File: src/rtl/mcse_ami_pkg.sv
// MCSE AMI egress shared definitions.
// Word/beat geometry and serializer state, shared with mcse_top-side logic.
package mcse_ami_pkg;

   localparam int AMI_WORD_W = 256;
   localparam int AMI_BEAT_W = 32;
   localparam int AMI_BEATS  = 8;
   localparam int AMI_BIDX_W = $clog2(AMI_BEATS);

   typedef enum logic {
      IDLE,
      STREAM
   } ser_state_t;

   function automatic logic [AMI_BEAT_W-1:0] beat_sel(
      input logic [AMI_WORD_W-1:0] w,
      input logic [AMI_BIDX_W-1:0] b
   );
      return w[AMI_BEAT_W*b +: AMI_BEAT_W];
   endfunction

endpackage

File: src/rtl/mcse_ami_fifo.sv
// MCSE AMI word buffer.
// Synchronous FIFO, async active-low reset, head is read combinationally.
module mcse_ami_fifo
   import mcse_ami_pkg::*;
#(
   parameter int W     = AMI_WORD_W,
   parameter int DEPTH = 2
) (
   input  logic         clk,
   input  logic         rst,
   input  logic         push,
   input  logic         pop,
   input  logic [W-1:0] data_in,
   output logic [W-1:0] head,
   output logic         full,
   output logic         empty,
   output logic         one_left
);

   localparam int AW = $clog2(DEPTH);

   logic [W-1:0]  mem [DEPTH];
   logic [AW-1:0] wr_ptr;
   logic [AW-1:0] rd_ptr;
   logic [AW:0]   count;
   logic          push_ok;
   logic          pop_ok;

   assign push_ok  = push & ~full;
   assign pop_ok   = pop & ~empty;
   assign full     = (count == (AW+1)'(DEPTH));
   assign empty    = (count == '0);
   assign one_left = (count == (AW+1)'(1));
   assign head     = mem[rd_ptr];

   // Storage array: written on accepted pushes only.
   always_ff @(posedge clk) begin
      if (push_ok) mem[wr_ptr] <= data_in;
   end

   // Pointers and occupancy; push and pop together leave count unchanged.
   always_ff @(posedge clk or negedge rst) begin
      if (!rst) begin
         wr_ptr <= '0;
         rd_ptr <= '0;
         count  <= '0;
      end else begin
         if (push_ok) wr_ptr <= wr_ptr + 1'b1;
         if (pop_ok)  rd_ptr <= rd_ptr + 1'b1;
         unique case ({push_ok, pop_ok})
            2'b10:   count <= count + 1'b1;
            2'b01:   count <= count - 1'b1;
            default: count <= count;
         endcase
      end
   end

endmodule

File: src/rtl/mcse_ami_egress.sv
// MCSE AMI egress: captures 256-bit words, streams them as 8 x 32-bit beats.
// Optional MCSE_AMI_PARITY_EN adds an even-parity output per beat.
module mcse_ami_egress
   import mcse_ami_pkg::*;
#(
   parameter int FIFO_DEPTH = 2,
   parameter int CNT_W      = 16
) (
   input  logic                  clk,
   input  logic                  rst,
   input  logic [AMI_WORD_W-1:0] ami_in,
   input  logic                  ami_valid,
   output logic                  ami_ack,
   output logic [AMI_BEAT_W-1:0] out_data,
   output logic                  out_valid,
   input  logic                  out_ready,
   output logic                  out_last,
   output logic [CNT_W-1:0]      words_sent,
   output logic                  fifo_full
`ifdef MCSE_AMI_PARITY_EN
  ,output logic                  out_parity
`endif
);

   localparam logic [AMI_BIDX_W-1:0] LAST_B = AMI_BIDX_W'(AMI_BEATS-1);

   ser_state_t            state;
   ser_state_t            state_nxt;
   logic [AMI_BIDX_W-1:0] b;
   logic [AMI_WORD_W-1:0] head;
   logic                  empty;
   logic                  one_left;
   logic                  push;
   logic                  hs;
   logic                  last_hs;

   // Ack low qualifier blocks a second capture while MCSE reacts to ack.
   assign push    = ami_valid & ~fifo_full & ~ami_ack;
   assign hs      = out_valid & out_ready;
   assign last_hs = hs & (b == LAST_B);

   mcse_ami_fifo #(
      .W     (AMI_WORD_W),
      .DEPTH (FIFO_DEPTH)
   ) u_fifo (
      .clk      (clk),
      .rst      (rst),
      .push     (push),
      .pop      (last_hs),
      .data_in  (ami_in),
      .head     (head),
      .full     (fifo_full),
      .empty    (empty),
      .one_left (one_left)
   );

   // Capture acknowledge: one-cycle pulse after each accepted word.
   always_ff @(posedge clk or negedge rst) begin
      if (!rst) ami_ack <= 1'b0;
      else      ami_ack <= push;
   end

   // Serializer state register.
   always_ff @(posedge clk or negedge rst) begin
      if (!rst) state <= IDLE;
      else      state <= state_nxt;
   end

   // Next state: leave STREAM only when the final pop empties the buffer.
   always_comb begin
      state_nxt = state;
      unique case (state)
         IDLE:   if (!empty) state_nxt = STREAM;
         STREAM: if (last_hs && one_left && !push) state_nxt = IDLE;
         default: state_nxt = IDLE;
      endcase
   end

   // Beat index advances on each handshake, wrapping to 0 after beat 7.
   always_ff @(posedge clk or negedge rst) begin
      if (!rst)    b <= '0;
      else if (hs) b <= b + 1'b1;
   end

   // Delivered-word counter, free-running wrap.
   always_ff @(posedge clk or negedge rst) begin
      if (!rst)         words_sent <= '0;
      else if (last_hs) words_sent <= words_sent + 1'b1;
   end

   // Outputs derived from registers only; data forced to 0 when idle.
   always_comb begin
      out_valid = (state == STREAM);
      out_last  = out_valid & (b == LAST_B);
      out_data  = '0;
      if (out_valid) out_data = beat_sel(head, b);
`ifdef MCSE_AMI_PARITY_EN
      out_parity = ^out_data;
`endif
   end

endmodule

File: config.mk
export PLATFORM = sky130hd
export DESIGN_NAME = mcse_ami_egress
export DESIGN_NICKNAME = d
export VERILOG_FILES = /design/src/rtl/mcse_ami_pkg.sv /design/src/rtl/mcse_ami_fifo.sv /design/src/rtl/mcse_ami_egress.sv
export SDC_FILE = /design/constraint.sdc
export NUM_CORES = 1
export LEC_CHECK = 0
export CORE_UTILIZATION = 58
export CTS_CLUSTER_SIZE = 16
export DETAILED_ROUTE_END_ITERATION = 8
export PLACE_DENSITY = 0.85
export SLEW_MARGIN = 25
export SYNTH_ARGS = -nofsm -noshare
export SYNTH_HDL_FRONTEND = slang
export SYNTH_SLANG_ARGS = --single-unit
File: constraint.sdc
create_clock -name clk -period 21.3 [get_ports clk]
set_input_delay 3.195 -clock clk [delete_from_list [all_inputs] [get_ports clk]]
set_output_delay 3.195 -clock clk [all_outputs]
set_load 0.03 [all_outputs]
# == After elaboration in Yosys (flattened, before gate mapping) ==
# Memory sizes are Yosys's and may differ from the RTL's.
# Index checks and enable logic that the tools add are counted.
# op_classes
addsub,6
n_eq_ne,5
n_shift,1
n_mux,7
n_bitwise,11
reduce_logical,5
# ops
operator,n
indexed part select 256 x 9 -> 32 bit,1
two-way mux 32 bit,1
"adder 16 x 1 -> 16 bit, second input constant",1
bitwise AND 1 bit,7
"== test 2 x 1 -> 1 bit, second input constant",2
"== test 2 bit, second input constant",2
two-way mux 1 bit,4
inverter 1 bit,4
one-hot mux 2 bit (2 select lines),1
"adder 3 x 1 -> 3 bit, second input constant",1
"== test 3 bit, second input constant",1
"adder 1 bit, second input constant",2
"adder 2 x 1 -> 2 bit, second input constant",1
logical AND 1 bit,2
logical NOT 2 bit,1
one-hot mux 1 bit (2 select lines),1
nonzero test 2 bit,1
"subtractor 2 x 1 -> 2 bit, second input constant",1
logical NOT 1 bit,1
# totals
regBits,25
ramBits,512
input_bits,260
out_inout_bits,52
elab_cells,43
n_memories,1
# memory_table
name,words,width,read_ports,rd_clocked_by_memory_dff,wr,line,text
u_fifo.mem,2,256,1,0,1,mcse_ami_fifo.sv:22,logic [W-1:0] mem [DEPTH];

# == Logic depth before layout (Yosys ltp) ==
# Gate-level depths: netlist (run 1).
# logic_depth
ltp_word,8
mapped_depth,8
mapped_depth_nobuf,7

# == Modules after synthesis ==
# A second synthesis (run 1) with hierarchy kept.
# hier_totals
cells_unflattened,1151
area_unflattened_um2,22890.7
# by_module_without_submodules
mod,n_inst,cells_each,area_per_inst_um2,seq_area_each_um2
mcse_ami_fifo,1,818,19710.2,15474.8
mcse_ami_egress,1,333,3180.6,525.5

# == Worst setup path before layout (run 1) ==
# OpenSTA, ideal clock, no wires.
# synth_timing
path_kind,input port to flip-flop
startpoint,input port ami_valid
endpoint,memory u_fifo.mem[0][0] (netlist name) (enable)
setup_ns,0.878
t_arrival_ns,14.391
required_ns,20.422
setup_slack_ns,6.031
stages,3
path_buffers,1
path_cell_list,or3b_2 > clkbuf_1 > nor2_1
# synth_between
elab_chain_cells,5
# synth_rtl
element,line,text
start: declaration,mcse_ami_egress.sv:12,"input logic ami_valid,"
bitwise AND 1 bit (2 in a row),mcse_ami_egress.sv:38,assign push = ami_valid & ~fifo_full & ~ami_ack;
bitwise AND 1 bit,mcse_ami_fifo.sv:29,assign push_ok = push & ~full;
two-way mux 1 bit,mcse_ami_fifo.sv:38,if (push_ok) mem[wr_ptr] <= data_in;
two-way mux 1 bit (implied by the code),mcse_ami_fifo.sv:38,
end: declaration,mcse_ami_fifo.sv:22,
# Every way passes these cells.

# == Final worst setup path (run 1) ==
# layout_timing
startpoint,register b[0]
endpoint,output port out_data[7]
# layout_between
elab_chain_cells,2
# layout_rtl
element,line,text
start: declaration,mcse_ami_egress.sv:29,logic [AMI_BIDX_W-1:0] b;
start signal: assignment,mcse_ami_egress.sv:82,else if (hs) b <= b + 1'b1;
indexed part select 256 x 9 -> 32 bit,mcse_ami_pkg.sv:19,return w[AMI_BEAT_W*b +: AMI_BEAT_W];
two-way mux 32 bit,mcse_ami_egress.sv:96,"if (out_valid) out_data = beat_sel(head, b);"
end: declaration,mcse_ami_egress.sv:14,"output logic [AMI_BEAT_W-1:0] out_data,"
# Every way passes these cells.

==> flow_metrics.env, run 1 <==
export IMPL_status="finished, final reports clean"
export IMPL_post_dp_hpwl_um=29400
export IMPL_p_leak_nw=8.76
export IMPL_clk_pin_slew_ns=0.06
export IMPL_num_vias=10861
export IMPL_rsz0062_at_grt="false"
export IMPL_hp_class="flip-flop to flip-flop"
export IMPL_ys_flop_type="edfxtp_1"
export IMPL_clkLatencyLatePin_ns=0.56
export IMPL_relSlewSlack=0.298
export IMPL_rows=68
export IMPL_drt_first_pass_iters=5
export IMPL_core_area_mm2=0.0348
export IMPL_layout_drive_gt1_share=0.150
export IMPL_finalWeightedCongestion=0.803
export IMPL_nNetsFinal=1555
export IMPL_dieWidth_um=191
export IMPL_fin_skew_ns=0.0134
export IMPL_fmax_mhz=133
export IMPL_drt_total_wl_um=46600
export IMPL_first_global_vias=11337
export IMPL_post_cts_setup_buffers=0
export IMPL_numCtsBuffers=52
export IMPL_finalHoldViolCount=0
export IMPL_syn_area_mm2=0.0207
export IMPL_path_class="flip-flop to output port"
export IMPL_syn_area_per_cell_um2=21.6
export IMPL_grt_first_pass_wirelength_um=68700
export IMPL_antenna_found_initial=9
export IMPL_final_setup_tns_ns=0
export IMPL_wl_per_cell_um=26.0
export IMPL_syn_to_final_growth_pct=25.5
export IMPL_grt_overflow_total=0
export IMPL_avgViaCountPerCell=6.06
export IMPL_start_util=0.594
export IMPL_crit_path_start_kind="flip-flop"
export IMPL_htree_levels=2
export IMPL_cts_tree="built"
export IMPL_synthesis_nets=1225
export IMPL_drt_initial_drc_count=1023
export IMPL_dp_slack_ns=13.95
export IMPL_min_period_over_period=0.354
export IMPL_drc=0
export IMPL_dieArea_mm2=0.0364
export IMPL_layout_common_cells="edfxtp_1, clkdlybuf4s50_1, mux4_2"
export IMPL_path_max_fanout=44
export IMPL_postRouteAntennaNets=0
export IMPL_min_period_ns=7.54
export IMPL_io_pins=312
export IMPL_synth_warning_count=0
export IMPL_io_buffer_count=311
export IMPL_fillers=1914
export IMPL_critPathArrivalTime_ns=4.34
export IMPL_final_setup_viol_count=0
export IMPL_synth_edf_count=512
export IMPL_synth_distinct_cells=36
export IMPL_dp_cells=1687
export IMPL_crit_path_end_kind="output port"
export IMPL_grt_max_degree=83
export IMPL_die_h_um=191
export IMPL_async_flop_share=0.0466
export IMPL_max_cap_viol_count=0
export IMPL_grt_usage=0.259
export IMPL_power_density_mw_per_mm2=139
export IMPL_seq_area_frac_synth=0.774
export IMPL_syn_inst=958
export IMPL_cts_sinks=537
export IMPL_peakVddDrop_v=0.000129
export IMPL_post_cts_resized=0
export IMPL_layout_commonest_cell="edfxtp_1"
export IMPL_yosys_register_bits=537
export IMPL_stdcell_count=1791
export IMPL_ctsLongestPathBuffers=3
export IMPL_worst_slack_ns=13.76
export IMPL_ctsHoldBuffers=0
export IMPL_maxSlewViolCount=0
export IMPL_worstPathRequired_ns=18.11
export IMPL_worst_pin_slew_ns=1.05
export IMPL_cts_root_buf="clkbuf_16"
==> critical path, cell delays in order, from the launching register on <==
cell and delay [ns]:
dfrtp_4 0.85, buf_4 0.74, nor2b_2 0.62, buf_4 0.35
a221oi_1 0.11, o21ai_0 0.21, o21ai_0 0.18, clkdlybuf4s50_1 0.66
==> metal layers <==
layer	global-route usage	routed length, um	vias up	part of all wire
met5	0	30	-	0.00064
met4	0.0895	1280	4	0.027
met1	0.354	18100	5553	0.39
met2	0.424	23800	550	0.51
li1	-	-	4672	-
met3	0.0466	3390	82	0.073
==> Yosys cell counts, types with 7 or more instances <==
library cell	count	area share
mux4_2	85	0.093
nor2b_1	9	0.0027
ha_1	7	0.0042
clkbuf_1	18	0.0033
mux4_1	9	0.011
o22ai_1	7	0.0021
o21ai_1	26	0.0063
xnor2_1	18	0.0076
mux2_2	18	0.0098
o32ai_1	7	0.0030
dfrtp_1	25	0.030
nand2_1	13	0.0024
mux2i_1	82	0.040
edfxtp_1	512	0.74
a221oi_1	25	0.011
o21ai_0	23	0.0056
buf_2	19	0.0046
==> stage by stage <==
step	utilization	total power, mW	instance area (um2)	hold WS (ns)
after CTS	0.743	3.62	25900	0.478
after detailed placement	0.694	2.69	24200	0.466
after global routing	0.745	3.74	25900	0.501
after global placement	0.694	2.66	24200	0.466
final	0.745	3.61	25900	0.476
after floorplan	-	2.35	20700	0.460
==> path summary, 6_finish.rpt <==
path                       slack, ns  depth (start not counted)           endpoint             from
max in group asynchronous      18.25                          1      u_fifo.rd_ptr              rst
hold reg to reg                 0.48                          1     words_sent[15]   words_sent[15]
setup reg to reg               17.52                          7  u_fifo.mem[0][82]  u_fifo.count[0]
hold / removal                  0.48                          1     words_sent[15]   words_sent[15]
setup / recovery               13.76                          7        out_data[7]             b[0]
min in group asynchronous       2.62                          1     words_sent[15]              rst
==> power by group <==
group / internal [mW] / leakage, nW / switching, mW / total (mW)
Combinational: 0.510 / 2.89 / 0.685 / 1.20
Clock: 0.550 / 0.828 / 0.372 / 0.922
Sequential: 1.40 / 5.04 / 0.0896 / 1.49
==> state kept, by name, summed over array words and instances, names as in the netlist <==
register / cells
u_fifo.mem: 512
words_sent: 16
b: 3
u_fifo.count: 2
ami_ack: 1
out_valid: 1
u_fifo.rd_ptr: 1
u_fifo.wr_ptr: 1
==> cell type report <==
class                           instances  area, um2  area share
Clock buffer                           71       1420      0.0549
Antenna cell                            8       20.0    0.000772
Tap cell                              455        569      0.0220
Multi-Input combinational cell        365       4340       0.168
Inverter                                5       18.8    0.000724
Sequential cell                       537      16000       0.618
Timing Repair Buffer                  327       3260       0.126
Clock inverter                         23        277      0.0107
==> cells by family (layout without fill, tap and decap cells) <==
| kind of cell | Yosys count | count (layout) | share of synthesized area |
|---|---|---|---|
| AND/OR/NAND/NOR | 51 | 51 | 0.0136 |
| adder cells (fa/ha/maj) | 7 | 7 | 0.00424 |
| other | 0 | 8 | 0 |
| XOR/XNOR | 20 | 20 | 0.00848 |
| flip-flops | 537 | 537 | 0.774 |
| multiplexers | 194 | 194 | 0.154 |
| AO/OA/AOI/OAI | 93 | 93 | 0.0293 |
| buffers and inverters | 56 | 426 | 0.0165 |
Note: power is estimated with default switching activity, not from simulation.
==> run 2, diff against run 1 <==
- CORE_UTILIZATION: 58 -> 49
- PLACE_DENSITY: 0.85 -> 0.76
- clock period: 21.3 -> 6.2 ns (I/O delays scaled with it)
==> flow_metrics.env, run 2 (synthesized netlist as in run 1, its figures left out) <==
export IMPL_path_class="flip-flop to output port"
export IMPL_ctsLongestPathBuffers=3
export IMPL_top_register="u_fifo.mem"
export IMPL_core_area_mm2=0.0412
export IMPL_numCtsBuffers=53
export IMPL_grt_usage=0.213
export IMPL_dp_cells=1764
export IMPL_io_pins=312
export IMPL_power_density_mw_per_mm2=469
export IMPL_fmax_mhz=210
export IMPL_worst_pin_slew_ns=0.994
export IMPL_rows=74
export IMPL_first_global_vias=10874
export IMPL_post_dp_hpwl_um=28900
export IMPL_postRouteAntennaNets=0
export IMPL_grt_first_pass_wirelength_um=67500
export IMPL_clk_pin_slew_ns=0.06
export IMPL_cts_tree="built"
export IMPL_min_period_over_period=0.769
export IMPL_final_setup_viol_count=0
export IMPL_dieArea_mm2=0.0430
export IMPL_grt_overflow_total=0
export IMPL_maxSlewViolCount=0
export IMPL_start_util=0.502
export IMPL_path_common_cell="o21ai_0"
export IMPL_p_leak_nw=8.72
export IMPL_min_period_ns=4.77
export IMPL_status="finished, final reports clean"
export IMPL_drt_total_wl_um=45300
export IMPL_drt_first_pass_iters=5
export IMPL_ctsHoldBuffers=0
export IMPL_grt_max_degree=179
export IMPL_layout_common_cells="edfxtp_1, clkdlybuf4s50_1, mux4_2"
export IMPL_drc=0
export IMPL_finalWeightedCongestion=0.801
export IMPL_path_max_fanout=44
export IMPL_wl_per_cell_um=24.3
export IMPL_die_h_um=207
export IMPL_critical_path_top_delay_family="buffers and inverters"
export IMPL_relSlewSlack=0.337
export IMPL_post_cts_resized=0
export IMPL_io_buffer_count=311
export IMPL_final_setup_tns_ns=0
export IMPL_clkLatencyLatePin_ns=0.60
export IMPL_hp_class="input port to async pin"
export IMPL_worstPathRequired_ns=5.27
export IMPL_top_layer="met5"
export IMPL_crit_path_end_kind="output port"
export IMPL_crit_path_start_kind="flip-flop"
export IMPL_layout_drive_gt1_share=0.151
export IMPL_nNetsFinal=1556
export IMPL_wl_met2_um=22900
export IMPL_syn_to_final_growth_pct=25.5
export IMPL_fillers=2823
export IMPL_finalHoldViolCount=0
export IMPL_peakVddDrop_v=0.000290
export IMPL_route_met3_wl_um=2860
export IMPL_num_vias=10544
export IMPL_rsz0062_at_grt="false"
export IMPL_cts_sinks=537
export IMPL_path_cells="buf_4 -> mux4_2 -> o21ai_0 -> o21ai_0 -> clkdlybuf4s50_1"
export IMPL_post_cts_setup_buffers=0
export IMPL_cts_root_buf="clkbuf_16"
export IMPL_wl_met1_um=18600
export IMPL_htree_levels=2
export IMPL_critPathSlowestCell="dfrtp_4"
export IMPL_max_cap_viol_count=0
export IMPL_cp_slowest_stage_delay_ns=0.86
export IMPL_fin_skew_ns=0.0134
export IMPL_final_util=0.630
export IMPL_layout_commonest_cell="edfxtp_1"
export IMPL_drt_initial_drc_count=955
export IMPL_avgViaCountPerCell=5.66
export IMPL_largest_registers="u_fifo.mem x512, words_sent x16, b x3"
export IMPL_dieWidth_um=207
export IMPL_largest_reg_flops=512
export IMPL_critPathArrivalTime_ns=3.84
export IMPL_cp_buffers_inverters=2
export IMPL_stdcell_count=1863
export IMPL_antenna_found_initial=8
-- run 2: metal layers --
layer  GRT usage  vias up
met1       0.288     5420
met3      0.0395       65
met2       0.348      386
li1            -     4669
met4      0.0777        4
met5           0        -
-- run 2: final timing paths --
| kind | start | to | slack [ns] | cells after the start |
|---|---|---|---|---|
| setup / recovery | b[0] | out_data[8] | 1.43 | 5 |
| hold / removal | rst | words_sent[6] | 0.33 | 1 |
| setup reg to reg | u_fifo.count[0] | u_fifo.mem[1][234] | 3.10 | 6 |
| hold reg to reg | words_sent[15] | words_sent[15] | 0.47 | 1 |
| max in group asynchronous | rst | b[0] | 5.42 | 1 |
| min in group clk | words_sent[15] | words_sent[15] | 0.47 | 1 |
-- run 2: power by group --
group	leakage, nW	internal (mW)	switching (mW)	total, mW
logic	2.91	1.79	2.27	4.06
clock network	0.773	1.65	1.28	2.93
registers	5.04	4.81	0.359	5.17
total	8.72	8.25	3.91	12.2
-- run 2: stage by stage --
stage | hold slack (ns) | power (mW) | setup slack, ns | area, um2
finish | 0.335 | 12.2 | 1.43 | 25900
CTS | 0.319 | 12.3 | 1.37 | 25900
global placement | 0.462 | 9.23 | 2.02 | 24300
detailed placement | 0.467 | 9.32 | 2.01 | 24300
global route | 0.349 | 12.7 | 1.31 | 25900
floorplan | 0.473 | 7.90 | 0.424 | 20700
-- run 2: cell type report --
class	instances	area, um2	area share
Clock inverter	23	136	0.00526
Sequential cell	537	16000	0.617
Inverter	5	18.8	0.000723
Tap cell	532	666	0.0257
Clock buffer	68	1430	0.0549
Timing Repair Buffer	327	3330	0.128
Antenna cell	6	15.0	0.000579
Multi-Input combinational cell	365	4340	0.167
==> run 3, diff against run 2 <==
- CORE_UTILIZATION: 49 -> 54
- PLACE_DENSITY: 0.76 -> 0.8
- clock period: 6.2 -> 4.8 ns (I/O delays scaled with it)
==> flow_metrics.env, run 3 (synthesized netlist as in run 1, its figures left out) <==
export IMPL_path_cells="buf_4 -> mux4_2 -> mux2i_1 -> o21ai_0 -> clkdlybuf4s50_1"
export IMPL_wl_per_cell_um=24.8
export IMPL_numCtsBuffers=52
export IMPL_io_pins=312
export IMPL_p_leak_nw=8.73
export IMPL_power_density_mw_per_mm2=605
export IMPL_relSlewSlack=0.366
export IMPL_syn_to_final_growth_pct=25.7
export IMPL_critPathSlowestCell="dfrtp_4"
export IMPL_fin_skew_ns=0.0179
export IMPL_path_max_fanout=30
export IMPL_drt_total_wl_um=46000
export IMPL_ctsLongestPathBuffers=3
export IMPL_hold_ws_ns=0.480
export IMPL_critPathArrivalTime_ns=3.56
export IMPL_die_h_um=198
export IMPL_final_setup_viol_count=0
export IMPL_grt_usage=0.237
export IMPL_finalWeightedCongestion=0.909
export IMPL_largest_reg_flops=512
export IMPL_drt_initial_drc_count=861
export IMPL_drc=0
export IMPL_maxSlewViolCount=0
export IMPL_ctsHoldBuffers=0
export IMPL_hp_class="flip-flop to flip-flop"
export IMPL_worst_pin_slew_ns=0.951
export IMPL_cp_slowest_stage_delay_ns=0.82
export IMPL_rows=71
export IMPL_post_cts_resized=0
export IMPL_min_period_ns=4.28
export IMPL_htree_levels=2
export IMPL_avgViaCountPerCell=5.78
export IMPL_nNetsFinal=1562
export IMPL_rsz0062_at_grt="false"
export IMPL_peakVddDrop_v=0.000475
export IMPL_grt_max_degree=111
export IMPL_io_buffer_count=311
export IMPL_max_cap_viol_count=0
export IMPL_finalHoldViolCount=0
export IMPL_largest_registers="u_fifo.mem x512, words_sent x16, b x3"
export IMPL_post_cts_setup_buffers=0
export IMPL_first_global_vias=11153
export IMPL_clkLatencyLatePin_ns=0.58
export IMPL_layout_commonest_cell="edfxtp_1"
export IMPL_postRouteAntennaNets=0
export IMPL_antenna_found_initial=13
export IMPL_drt_first_pass_iters=5
export IMPL_status="finished, final reports clean"
export IMPL_cts_tree="built"
export IMPL_grt_first_pass_wirelength_um=67100
export IMPL_num_vias=10723
export IMPL_core_area_mm2=0.0377
export IMPL_cts_sinks=537
export IMPL_min_period_over_period=0.892
export IMPL_worstPathRequired_ns=4.08
export IMPL_hold_depth=1
export IMPL_cts_root_buf="clkbuf_16"
export IMPL_dieWidth_um=198
export IMPL_top_register="u_fifo.mem"
export IMPL_path_class="flip-flop to output port"
export IMPL_post_dp_hpwl_um=30300
export IMPL_crit_path_end_kind="output port"
export IMPL_r2r_cells=7
export IMPL_final_setup_tns_ns=0
export IMPL_start_util=0.549
export IMPL_layout_common_cells="edfxtp_1, clkdlybuf4s50_1, mux4_2"
export IMPL_layout_drive_gt1_share=0.151
export IMPL_crit_path_start_kind="flip-flop"
export IMPL_grt_overflow_total=0
export IMPL_clk_pin_slew_ns=0.06
export IMPL_final_util=0.690
export IMPL_fmax_mhz=234
export IMPL_dieArea_mm2=0.0391
run 3: cell types whose count changed in the layout (fill, tap and decap cells not counted), sizes merged:
cell           change
clkinv             +4
buf                +6
clkdlybuf4s50      +1
bufinv             +1
clkinvlp           +2
inv                -2
clkbuf             -3
diode              +5
run 3: critical path: cells and delay by family (launching register included):
kind	cells	cell delay, ns
mux	2	0.81
flops	1	0.82
buf+inv	2	1.05
compound gates	1	0.24
run 3: cell type report:
class	instances	area, um2
sequential	537	16000
fill	2365	11700
multi-input combinational	365	4350
timing repair buffer	334	3390
clock buffer	65	1370
tap	511	639
clock inverter	28	175
antenna	11	27.5
inverter	5	18.8
run 3: report_power, final:
part / switching [mW] / internal, mW
Clock: 1.66 / 2.12
Combinational: 2.94 / 2.33
Sequential: 0.467 / 6.21
Total: 5.07 / 10.7
run 3: path summary, 6_finish.rpt:
path | from | end | slack (ns)
hold reg to reg | words_sent[15] | words_sent[15] | 0.48
hold / removal | words_sent[15] | words_sent[15] | 0.48
max in group asynchronous | rst | b[1] | 3.99
setup / recovery | u_fifo.rd_ptr | out_data[17] | 0.52
setup reg to reg | b[0] | words_sent[7] | 2.10
min in group asynchronous | rst | words_sent[13] | 0.51
run 3: through the flow:
| stage | setup WS, ns | instances | power (mW) | area (um2) |
|---|---|---|---|---|
| 2_1_floorplan | -0.632 | 958 | 10.2 | 20700 |
| 3_3_place_gp | 1.12 | 1752 | 11.9 | 24400 |
| 3_5_place_dp | 1.10 | 1752 | 12.1 | 24400 |
| 4_1_cts | 0.468 | 1845 | 15.8 | 26000 |
| 5_1_grt | 0.285 | 1856 | 16.3 | 26000 |
| 6_report | 0.520 | 1856 | 15.7 | 26000 |
run 3: layer usage:
layer / GRT usage / part of all wire / vias to the layer above / wire [um]
li1: - / - / 4690 / -
met3: 0.0442 / 0.070 / 92 / 3230
met4: 0.112 / 0.035 / 6 / 1600
met2: 0.369 / 0.49 / 463 / 22400
met1: 0.328 / 0.41 / 5472 / 18700
met5: 0 / 0.00093 / - / 43
